**src/rtl/uart_pkg.sv**
```systemverilog
// Shared types and defaults for the UART transmit buffer.
package uart_pkg;

  localparam int DBITS_DEFAULT = 3;
  localparam int DEPTH_DEFAULT = 4;

  typedef enum logic [1:0] {
    IDLE   = 2'd0,
    LAUNCH = 2'd1,
    BUSY   = 2'd2
  } tx_state_e;

endpackage

```
**src/rtl/uart_tx_buffer_if.sv**
```systemverilog
// CPU write side and transmitter handshake of the UART transmit buffer.
interface uart_tx_buffer_if
  import uart_pkg::*;
#(
  parameter int DBITS = DBITS_DEFAULT,
  parameter int DEPTH = DEPTH_DEFAULT
);

  localparam int CW = $clog2(DEPTH) + 1;

  logic             wr_en;
  logic [DBITS-1:0] wr_data;
  logic             full;
  logic             empty;
  logic [CW-1:0]    count;
  logic             overflow;
  logic             tx_start;
  logic [DBITS-1:0] tx_data;
  logic             tx_done;

  modport slave (
    input  wr_en, wr_data, tx_done,
    output full, empty, count, overflow, tx_start, tx_data
  );

  modport master (
    output wr_en, wr_data, tx_done,
    input  full, empty, count, overflow, tx_start, tx_data
  );

endinterface

```
**src/rtl/uart_sync_fifo.sv**
```systemverilog
// Circular FIFO with wrap-bit pointers; flags and count are registered.
module uart_sync_fifo
  import uart_pkg::*;
#(
  parameter int DBITS = DBITS_DEFAULT,
  parameter int DEPTH = DEPTH_DEFAULT
) (
  input  logic                     clk,
  input  logic                     rst,
  input  logic                     push,
  input  logic                     pop,
  input  logic [DBITS-1:0]         din,
  output logic [DBITS-1:0]         dout,
  output logic                     full,
  output logic                     empty,
  output logic [$clog2(DEPTH):0]   count
);

  localparam int AW = $clog2(DEPTH);
  localparam int PW = AW + 1;

  logic [DBITS-1:0] mem [DEPTH];
  logic [PW-1:0]    wr_ptr, rd_ptr, wr_nxt, rd_nxt;
  logic             push_ok, pop_ok;

  // Flags gate on their registered values, so a push while full is dropped
  // even when a pop frees a slot in the same cycle.
  assign push_ok = push & ~full;
  assign pop_ok  = pop & ~empty;
  assign wr_nxt  = push_ok ? wr_ptr + PW'(1) : wr_ptr;
  assign rd_nxt  = pop_ok  ? rd_ptr + PW'(1) : rd_ptr;

  always_ff @(posedge clk or negedge rst) begin
    if (!rst) begin
      wr_ptr <= '0;
      rd_ptr <= '0;
      count  <= '0;
      full   <= 1'b0;
      empty  <= 1'b1;
    end else begin
      wr_ptr <= wr_nxt;
      rd_ptr <= rd_nxt;
      count  <= wr_nxt - rd_nxt;
      full   <= (wr_nxt[AW] != rd_nxt[AW]) && (wr_nxt[AW-1:0] == rd_nxt[AW-1:0]);
      empty  <= (wr_nxt == rd_nxt);
    end
  end

  always_ff @(posedge clk) begin
    if (push_ok) mem[wr_ptr[AW-1:0]] <= din;
  end

  assign dout = mem[rd_ptr[AW-1:0]];

endmodule

```
**src/rtl/uart_tx_buffer.sv**
```systemverilog
// Buffers CPU words and launches them one at a time into a UART transmitter.
module uart_tx_buffer
  import uart_pkg::*;
#(
  parameter int DBITS = DBITS_DEFAULT,
  parameter int DEPTH = DEPTH_DEFAULT
) (
  input logic             clk,
  input logic             rst,
  uart_tx_buffer_if.slave bus
);

  tx_state_e        state_q;
  logic [DBITS-1:0] tx_data_q;
  logic [DBITS-1:0] fifo_dout;
  logic             tx_start_q;
  logic             overflow_q;
  logic             fifo_pop;

  assign fifo_pop = (state_q == IDLE) && !bus.empty;

  uart_sync_fifo #(
    .DBITS(DBITS),
    .DEPTH(DEPTH)
  ) u_fifo (
    .clk  (clk),
    .rst  (rst),
    .push (bus.wr_en),
    .pop  (fifo_pop),
    .din  (bus.wr_data),
    .dout (fifo_dout),
    .full (bus.full),
    .empty(bus.empty),
    .count(bus.count)
  );

  // tx_start is a registered pulse raised on the pop that enters LAUNCH.
  always_ff @(posedge clk or negedge rst) begin
    if (!rst) begin
      state_q    <= IDLE;
      tx_start_q <= 1'b0;
      tx_data_q  <= '0;
      overflow_q <= 1'b0;
    end else begin
      tx_start_q <= 1'b0;
      if (bus.wr_en && bus.full) overflow_q <= 1'b1;
      case (state_q)
        IDLE: begin
          if (!bus.empty) begin
            state_q    <= LAUNCH;
            tx_start_q <= 1'b1;
            tx_data_q  <= fifo_dout;
          end
        end
        LAUNCH: state_q <= BUSY;
        BUSY: begin
          if (bus.tx_done) state_q <= IDLE;
        end
        default: state_q <= IDLE;
      endcase
    end
  end

  assign bus.tx_start = tx_start_q;
  assign bus.tx_data  = tx_data_q;
  assign bus.overflow = overflow_q;

endmodule

```
**src/flat_wrapper.sv**
```systemverilog
// flat-port wrapper written by rule: the top's interface ports become plain ports
module uart_tx_buffer_flat import uart_pkg::*;
#(
  parameter int DBITS = DBITS_DEFAULT,
  parameter int DEPTH = DEPTH_DEFAULT
)
  (clk, rst, bus_wr_en, bus_wr_data, bus_tx_done, bus_full, bus_empty, bus_count, bus_overflow, bus_tx_start, bus_tx_data);
  uart_tx_buffer_if #(.DBITS(DBITS), .DEPTH(DEPTH)) bus_i ();
  input logic clk;
  input logic rst;
  input wire logic [$bits(bus_i.wr_en)-1:0] bus_wr_en;
  input wire logic [$bits(bus_i.wr_data)-1:0] bus_wr_data;
  input wire logic [$bits(bus_i.tx_done)-1:0] bus_tx_done;
  output wire logic [$bits(bus_i.full)-1:0] bus_full;
  output wire logic [$bits(bus_i.empty)-1:0] bus_empty;
  output wire logic [$bits(bus_i.count)-1:0] bus_count;
  output wire logic [$bits(bus_i.overflow)-1:0] bus_overflow;
  output wire logic [$bits(bus_i.tx_start)-1:0] bus_tx_start;
  output wire logic [$bits(bus_i.tx_data)-1:0] bus_tx_data;
  assign bus_i.wr_en = bus_wr_en;
  assign bus_i.wr_data = bus_wr_data;
  assign bus_i.tx_done = bus_tx_done;
  assign bus_full = bus_i.full;
  assign bus_empty = bus_i.empty;
  assign bus_count = bus_i.count;
  assign bus_overflow = bus_i.overflow;
  assign bus_tx_start = bus_i.tx_start;
  assign bus_tx_data = bus_i.tx_data;
  uart_tx_buffer #(.DBITS(DBITS), .DEPTH(DEPTH)) u_core (.clk(clk), .rst(rst), .bus(bus_i));
endmodule
```
**config.mk**
```make
export PLATFORM = sky130hd
export DESIGN_NAME = uart_tx_buffer_flat
export DESIGN_NICKNAME = d
export VERILOG_FILES = /design/src/rtl/uart_pkg.sv /design/src/rtl/uart_tx_buffer_if.sv /design/src/rtl/uart_sync_fifo.sv /design/src/rtl/uart_tx_buffer.sv /design/src/flat_wrapper.sv
export SDC_FILE = /design/constraint.sdc
export NUM_CORES = 1
export LEC_CHECK = 0
export BUFFER_PORTS_ARGS = -buffer_cell sky130_fd_sc_hd__buf_2
export CAP_MARGIN = 25
export CORE_MARGIN = 5
export CORE_UTILIZATION = 25
export DETAILED_ROUTE_END_ITERATION = 12
export REMOVE_ABC_BUFFERS = 1
export SLEW_MARGIN = 10
export SYNTH_ARGS = -nofsm -noshare
export SYNTH_HDL_FRONTEND = slang
export SYNTH_SLANG_ARGS = --single-unit
```
**constraint.sdc**
```tcl
create_clock -name clk -period 2.41 [get_ports clk]
set_clock_uncertainty 0.2 [all_clocks]
set_input_delay 0 -clock clk [delete_from_list [all_inputs] [get_ports clk]]
set_output_delay 0 -clock clk [all_outputs]
set_load 0.01 [all_outputs]
```
Word level (Yosys, flattened, before mapping):

Memories as Yosys holds them, arrays and structs flattened. A register that Yosys moved wholly into a read port is not among the register bits.
Cells that the tools add are included.

* register bits: 15
* memory bits (writable): 12
* input bits: 7
* output and inout bits: 10
* word-level logic and storage cells: 40
* memories kept: 1

Memory list
* u_core.u_fifo.mem: words 4, bits a word 3, read ports 1, clocked after memory_dff 1, write ports 1, line uart_sync_fifo.sv:22 `logic [DBITS-1:0] mem [DEPTH];`

* add/sub/neg operators: 3
* equality and inequality tests: 7
* muxes and demuxes: 9
* bitwise logic cells: 4
* reduce and logical (&&, ||, !) cells: 8

Operator list (count)
* adder 3 x 1 -> 3 bit (second input constant): 2
* 2-to-1 mux 3 bit: 2
* case mux 2 bit (3 select lines): 1
* 2-to-1 mux 1 bit: 4
* 2-to-1 mux 2 bit: 2
* != test 2 bit (second input constant): 2
* AND reduction 2 bit: 2
* == test 3 bit: 1
* logical AND 1 bit: 3
* subtractor 3 bit: 1
* bitwise AND 1 bit: 2
* == test 2 x 1 -> 1 bit (second input constant): 1
* == test 2 bit: 1
* == test 2 bit (second input constant): 1
* zero test 1 bit: 2
* zero test 2 bit: 1
* inverter 1 bit: 2
* != test 1 bit: 1

Logic depth before layout (Yosys ltp):

Gate-level depths: netlist (run 1).

* depth in word-level cells: 6
* mapped depth: 8
* mapped depth without buffers: 8

Hierarchy:

A second synthesis (run 1) with hierarchy kept.

* cells, all modules: 75
* area total of the unflattened synthesis: 1296.2 um2

Modules (own cells, without submodules)
* uart_sync_fifo: instances 1, cells an instance 60, area an instance 1042.2 um2, sequential area each 636.9 um2
* uart_tx_buffer: instances 1, cells an instance 15, area an instance 254.0 um2, sequential area each 175.2 um2

Worst setup path before layout (run 1):

No wires, ideal clock.

* kind: register -> register
* from: reg u_core.u_fifo.full
* to: reg u_core.u_fifo.count[2]
* library setup time: 0.080 ns
* arrival time: 1.773 ns
* required time: 2.130 ns
* slack: 0.358 ns
* cell stages (with the launch flop): 8
* buffers on the path: 0
* clock period less this slack: 2.052 ns
* path through: dfrtp_1 and2b_2 mux2_2 xnor2_1 inv_1 ha_1 a21oi_1 xnor2_1

* longest elaborated chain between the ends: 4

Ends and longest elaborated chain
* from (decl): line uart_sync_fifo.sv:14 `output logic full,`
* from (signal assigned): line uart_sync_fifo.sv:44 `full <= (wr_nxt[AW] != rd_nxt[AW]) && (wr_nxt[AW-1:0] == rd_nxt[AW-1:0]);`
* inverter 1 bit: line uart_sync_fifo.sv:28 `assign push_ok = push & ~full;`
* bitwise AND 1 bit: line uart_sync_fifo.sv:28
* 2-to-1 mux 3 bit: line uart_sync_fifo.sv:30 `assign wr_nxt = push_ok ? wr_ptr + PW'(1) : wr_ptr;`
* via u_core.u_fifo.wr_nxt[1]: line uart_sync_fifo.sv:23 `logic [PW-1:0] wr_ptr, rd_ptr, wr_nxt, rd_nxt;`
* subtractor 3 bit: line uart_sync_fifo.sv:43 `count <= wr_nxt - rd_nxt;`
* to (signal assigned): line uart_sync_fifo.sv:43
* to (decl): line uart_sync_fifo.sv:16 `output logic [$clog2(DEPTH):0] count`

The timed path passes the listed nets, and every way through them passes these cells.
A chain may end at the register's enable or synchronous reset.

Final worst setup path (run 1):

* from: reg u_core.u_fifo.wr_ptr[0]
* to: reg u_core.u_fifo.count[2]

* longest elaborated chain between the ends: 3

Ends and longest elaborated chain
* from (decl): line uart_sync_fifo.sv:23
* from (signal assigned): line uart_sync_fifo.sv:41 `wr_ptr <= wr_nxt;`
* adder 3 x 1 -> 3 bit: line uart_sync_fifo.sv:30
* 2-to-1 mux 3 bit: line uart_sync_fifo.sv:30
* via u_core.u_fifo.wr_nxt[1]: line uart_sync_fifo.sv:23
* subtractor 3 bit: line uart_sync_fifo.sv:43

The timed path passes the listed nets, and every way through them passes these cells.

==> impl_metrics.tcl, run 1 <==
set metrics [dict create \
    required_ns 2.41 \
    yosys_warnings 0 \
    cts_resized 0 \
    power.switching_uw 748 \
    rows 25 \
    grt_pass1_vias 742 \
    grt_use_total 0.0756 \
    setup_viol 0 \
    final_nets 122 \
    ys_ff_latch 30 \
    netlist_instances 75 \
    io_buffer_count 16 \
    critical_path_class "register to register" \
    ant_nets 0 \
    holdCritPathClass "register to register" \
    avgViaCountPerCell 3.81 \
    drive_above_1_share 0.358 \
    p_sw_frac 0.340 \
    cts_buffers 5 \
    clockBufferDepth 2 \
    seq_area_frac_synth 0.656 \
    grt_max_degree 15 \
    slew_headroom 0.564 \
    overflow 0 \
    nFillCells 488 \
    fp.dieH_um 80.4 \
    synth_area_mm2 0.00124 \
    rsz0062_at_grt "false" \
    powerDensity_mw_per_mm2 1380 \
    antenna_found_initial 0 \
    power.internal_uw 1450 \
    dieArea_mm2 0.00646 \
    post_cts_buffers 0 \
    totalWireLength_mm 2.06 \
    drc_errors 0 \
    grt_pass1_wl_mm 3.55 \
    routedWlPerCell_um 11.7 \
    fin_tns_setup_ns 0 \
    drv_slew 0 \
    start_kind "register" \
    status "finished clean" \
    leakagePower_uw 0.000687 \
    clock-sinks 30 \
    max_freq_mhz 464 \
    hold_violations 0 \
    cts_tree "yes" \
    seq_power_share 0.391 \
    critPathArrivalTime_ns 2.16 \
    tightest_slew_ns 0.652 \
    area_growth_pct 28.6 \
    endpoint_kind "register" \
    io_pins 17 \
    htreeDepth 2 \
    avgSynthCellArea_um2 16.5 \
    place_hpwl_mm 1.48 \
    route.vias.total 671 \
    die_x_um 80.4 \
    power_frac_comb 0.420 \
    clk_latency_ns 0.28 \
    drt_iter0_markers 32 \
    cap_viol_max_count 0 \
    whs_ns 0.264 \
    fin_crit_sh 0.894 \
    clock_power_share 0.189 \
    crit_path_max_fanout 3 \
    ir_drop_uv 532 \
    clk_pin_slew_worst_paths_ns 0.07 \
    gp_congestion 0.668 \
    firstDrtPassIters 2 \
    min_period_ns 2.15 \
    start_util 0.260 \
    n_antenna_cell 0 \
    core_mm2 0.00475 \
    ctsRootBufferMaster "clkbuf_8" \
    yosysUniqueCellTypes 21 \
]
[kinds of logic after synthesis]
kind of cell,count (synthesis),synth area share
simple gates,11,0.0657
xor+xnor,7,0.0607
buf+inv,9,0.0273
fa+ha+maj,7,0.0708
flops,30,0.656
mux,9,0.108
compound gates,2,0.0111
[worst paths after layout]
| path | cells past startpoint | slack [ns] | startpoint | to |
|---|---|---|---|---|
| min in group asynchronous | 3 | 0.42 | rst | u_core.u_fifo.wr_ptr[0] |
| hold / removal | 1 | 0.26 | u_core.bus.overflow | u_core.bus.overflow |
| hold reg to reg | 1 | 0.26 | u_core.bus.overflow | u_core.bus.overflow |
| max in group asynchronous | 4 | 0.32 | rst | u_core.u_fifo.rd_ptr[0] |
| setup reg to reg | 8 | 0.26 | u_core.u_fifo.wr_ptr[0] | u_core.u_fifo.count[2] |
| setup / recovery | 8 | 0.26 | u_core.u_fifo.wr_ptr[0] | u_core.u_fifo.count[2] |
[synthesized netlist by cell type]
| library cell | count | area, µm² |
|---|---|---|
| a21o_2 | 1 | 8.76 |
| a21oi_1 | 1 | 5.00 |
| and2_1 | 3 | 18.8 |
| and2b_2 | 1 | 8.76 |
| dfrtp_1 | 17 | 425 |
| dfstp_2 | 1 | 26.3 |
| edfxtp_1 | 12 | 360 |
| ha_1 | 7 | 87.6 |
| inv_1 | 9 | 33.8 |
| mux2_2 | 5 | 56.3 |
| mux2i_1 | 1 | 10.0 |
| mux4_2 | 3 | 67.6 |
| nand2_1 | 1 | 3.75 |
| nand3b_1 | 1 | 7.51 |
| nor2_1 | 1 | 3.75 |
| nor3_1 | 2 | 10.0 |
| nor3_4 | 1 | 16.3 |
| nor3b_2 | 1 | 12.5 |
| xnor2_1 | 4 | 35.0 |
| xnor3_1 | 1 | 22.5 |
| xor2_1 | 2 | 17.5 |
[layout by cell type, fill, tap and decap left out, drive strengths merged]
cell type,Yosys,final
xnor2,4,4
edfxtp,12,12
dfstp,1,1
clkbuf,0,6
xor2,2,2
dlygate4sd3,0,8
clkinvlp,0,1
inv,9,9
clkinv,0,1
mux4,3,3
mux2,5,5
nand3b,1,1
nor2,1,1
a21o,1,1
a21oi,1,1
and2b,1,1
dfrtp,17,17
xnor3,1,1
ha,7,7
nor3b,1,1
and2,3,3
buf,0,18
nor3,3,3
nand2,1,1
mux2i,1,1
[power groups by stage]
stage / Combinational [µW] / Sequential (µW) / Clock, µW
floorplan: 634 / 890 / 0
CTS: 948 / 865 / 428
global placement: 901 / 862 / 0
detailed placement: 935 / 874 / 0
global route: 1060 / 889 / 457
finish: 925 / 861 / 416
[through the flow]
step	util	area [µm²]	total power [µW]	instances	setup slack, ns
finish	0.335	1590	2200	176	0.256
floorplan	-	1240	1520	75	0.358
detailed placement	0.298	1420	1810	160	0.236
global placement	0.298	1420	1760	160	0.319
global route	0.335	1590	2400	176	0.110
CTS	0.335	1590	2240	176	0.246
[sequential cells by signal, summed over array words and instances, names as in the netlist]
| name | flops |
|---|---|
| u_core.u_fifo.rd_ptr | 3 |
| u_core.u_fifo.mem | 12 |
| u_core.u_fifo.count | 3 |
| u_core.bus.tx_start | 1 |
| u_core.bus.tx_data | 3 |
| u_core.u_fifo.empty | 1 |
| u_core.u_fifo.full | 1 |
| u_core.bus.overflow | 1 |
| u_core.u_fifo.wr_ptr | 3 |
| u_core.state_q | 2 |
[critical path: stages (launching register included)]
cell     delay (ns)
dfrtp_1        0.40
inv_1          0.12
ha_1           0.24
mux2_2         0.30
xnor2_1        0.28
inv_1          0.08
ha_1           0.18
a21oi_1        0.14
xnor2_1        0.14
[layout make-up]
cell class,count,area (µm²),area share
well taps,67,83.8,0.0527
repair buffers,26,175,0.110
clock inverters,2,12.5,0.00786
inverters,9,33.8,0.0212
multi-input cells,36,392,0.246
clock buffers,6,82.6,0.0519
flip-flops and latches,30,812,0.510
[routing by layer]
layer / GRT usage / share of wire / up-vias
li1: - / - / 322
met1: 0.0903 / 0.46 / 326
met2: 0.118 / 0.46 / 16
met3: 0.0213 / 0.040 / 7
met4: 0.0507 / 0.032 / 0
met5: 0 / 0 / -
[timing repair]
item,CTS,global route
setup endpoints to repair,0,0
hold buffers,8,0
endpoints found under the hold margin,34,0
No activity file was read; power rests on OpenSTA's default activity.
==> run 2: changes to the inputs <==
- CTS_BUF_LIST: not set -> sky130_fd_sc_hd__clkbuf_8
- REMOVE_ABC_BUFFERS: 1 -> not set
- clock period: 2.41 -> 2.7 ns (I/O delays scaled with it)
==> run 2 against run 1 <==
Worst hold slack gained 0.0019 ns. Die area is the same. Sequential power shrank 11%. Sequential share of layout area grew 0.90 points. Largest cell class unchanged. Largest power group unchanged.
==> impl_metrics.tcl, run 2 (synthesized netlist as in run 1, its figures left out) <==
set metrics [dict create \
    clockBufferDepth 2 \
    endpoint_kind "register" \
    dieArea_mm2 0.00646 \
    fin_area_mm2 0.00156 \
    hold_buffers 8 \
    fin_crit_sh 0.817 \
    grt_max_degree 18 \
    place_hpwl_mm 1.53 \
    cts_resized 0 \
    grt_pass1_wl_mm 3.75 \
    antenna_found_initial 0 \
    ir_drop_uv 299 \
    clock_power_share 0.178 \
    gp_congestion 0.728 \
    r2r-start "u_core.state_q[1]" \
    holdCritPathClass "register to register" \
    cts_tree "yes" \
    fin_tns_setup_ns 0 \
    critPathArrivalTime_ns 2.21 \
    io_pins 17 \
    io_buffer_count 16 \
    htreeDepth 2 \
    power.switching_uw 653 \
    rows 25 \
    grt_pass1_vias 796 \
    totalWireLength_mm 2.07 \
    cts_buffers 5 \
    drc_errors 0 \
    start_util 0.260 \
    clock-sinks 30 \
    final_nets 120 \
    avgViaCountPerCell 3.84 \
    post-place-ws_ns 0.493 \
    required_ns 2.71 \
    setup_viol 0 \
    layout_setup_ws_ns 0.495 \
    power_frac_comb 0.415 \
    powerDensity_mw_per_mm2 1210 \
    layout_commonest_cell "dfrtp_1" \
    max_freq_mhz 453 \
    leakagePower_uw 0.000679 \
    largest_register_ffs 12 \
    p_total_uw 1890 \
    die_x_um 80.4 \
    firstDrtPassIters 4 \
    grt_use_total 0.0796 \
    crit_start "u_core.state_q[1]" \
    status "finished clean" \
    route.vias.total 669 \
    seq_power_share 0.407 \
    critical_path_class "register to register" \
    drive_above_1_share 0.336 \
    whs_ns 0.266 \
    ant_nets 0 \
    slew_headroom 0.487 \
    ctsRootBufferMaster "clkbuf_8" \
    placed_area_mm2 0.00140 \
    tightest_slew_ns 0.767 \
    core_mm2 0.00475 \
    area_growth_pct 26.4 \
    rsz0062_at_grt "false" \
    worstHoldStart "u_core.bus.overflow" \
    start_kind "register" \
    routedWlPerCell_um 11.9 \
    power.internal_uw 1240 \
    cap_viol_max_count 0 \
    syn_nets 89 \
    drv_slew 0 \
    post_cts_buffers 0 \
    p_sw_frac 0.346 \
    clk_latency_ns 0.29 \
    fp.dieH_um 80.4 \
    n_antenna_cell 0 \
    mostFrequentLayoutCells "17 x dfrtp_1, 16 x buf_2, 12 x edfxtp_1" \
    min_period_ns 2.21 \
    hold_violations 0 \
    overflow 0 \
    crit_path_max_fanout 7 \
    drt_iter0_markers 25 \
    clk_pin_slew_worst_paths_ns 0.07 \
]
## run 2: cell types whose count changed in the layout (fill, tap and decap cells not counted), sizes merged
cell,delta
clkinvlp,-1
inv,+1
clkinv,+1
buf,-2
clkbuf,-1
## run 2: path summary, 6_finish.rpt
path / slack, ns / cells past startpoint / end
setup / recovery: 0.49 / 7 / u_core.u_fifo.count[2]
hold / removal: 0.27 / 1 / u_core.bus.overflow
setup reg to reg: 0.49 / 7 / u_core.u_fifo.count[2]
hold reg to reg: 0.27 / 1 / u_core.bus.overflow
max in group asynchronous: 0.57 / 4 / u_core.u_fifo.wr_ptr[0]
min in group asynchronous: 0.55 / 3 / u_core.u_fifo.empty
## run 2: worst max-delay path, cell delays in order (launching register included)
cell,delay [ns]
dfrtp_1,0.42
nor3_4,0.37
mux2i_1,0.37
xnor2_1,0.23
inv_1,0.08
ha_1,0.18
a21oi_1,0.14
xnor2_1,0.13
## run 2: area by class of cell
type                    count  area (µm²)
fillers                   499        3190
flip-flops and latches     30         812
multi-input cells          36         392
repair buffers             24         160
well taps                  67        83.8
clock buffers               5        68.8
inverters                   9        33.8
clock inverters             3        13.8
## run 2: layer usage
layer | vias up | global-route usage | part of all wire
met1 | 326 | 0.0861 | 0.42
li1 | 320 | - | -
met3 | 8 | 0.0336 | 0.057
met4 | 0 | 0.0507 | 0.032
met2 | 15 | 0.127 | 0.49
met5 | - | 0 | 0
## run 2: power groups by stage
stage / combinational [µW] / sequential [µW] / clock, µW
after floorplan: 566 / 794 / 0
after global placement: 772 / 774 / 0
after detailed placement: 794 / 783 / 0
after CTS: 810 / 774 / 352
after global routing: 900 / 797 / 378
final: 784 / 769 / 336
## run 2: metrics by stage
| step | instances | util |
|---|---|---|
| 2_1_floorplan | 75 | - |
| 3_3_place_gp | 158 | 0.295 |
| 3_5_place_dp | 158 | 0.295 |
| 4_1_cts | 174 | 0.329 |
| 5_1_grt | 174 | 0.329 |
| 6_report | 174 | 0.329 |
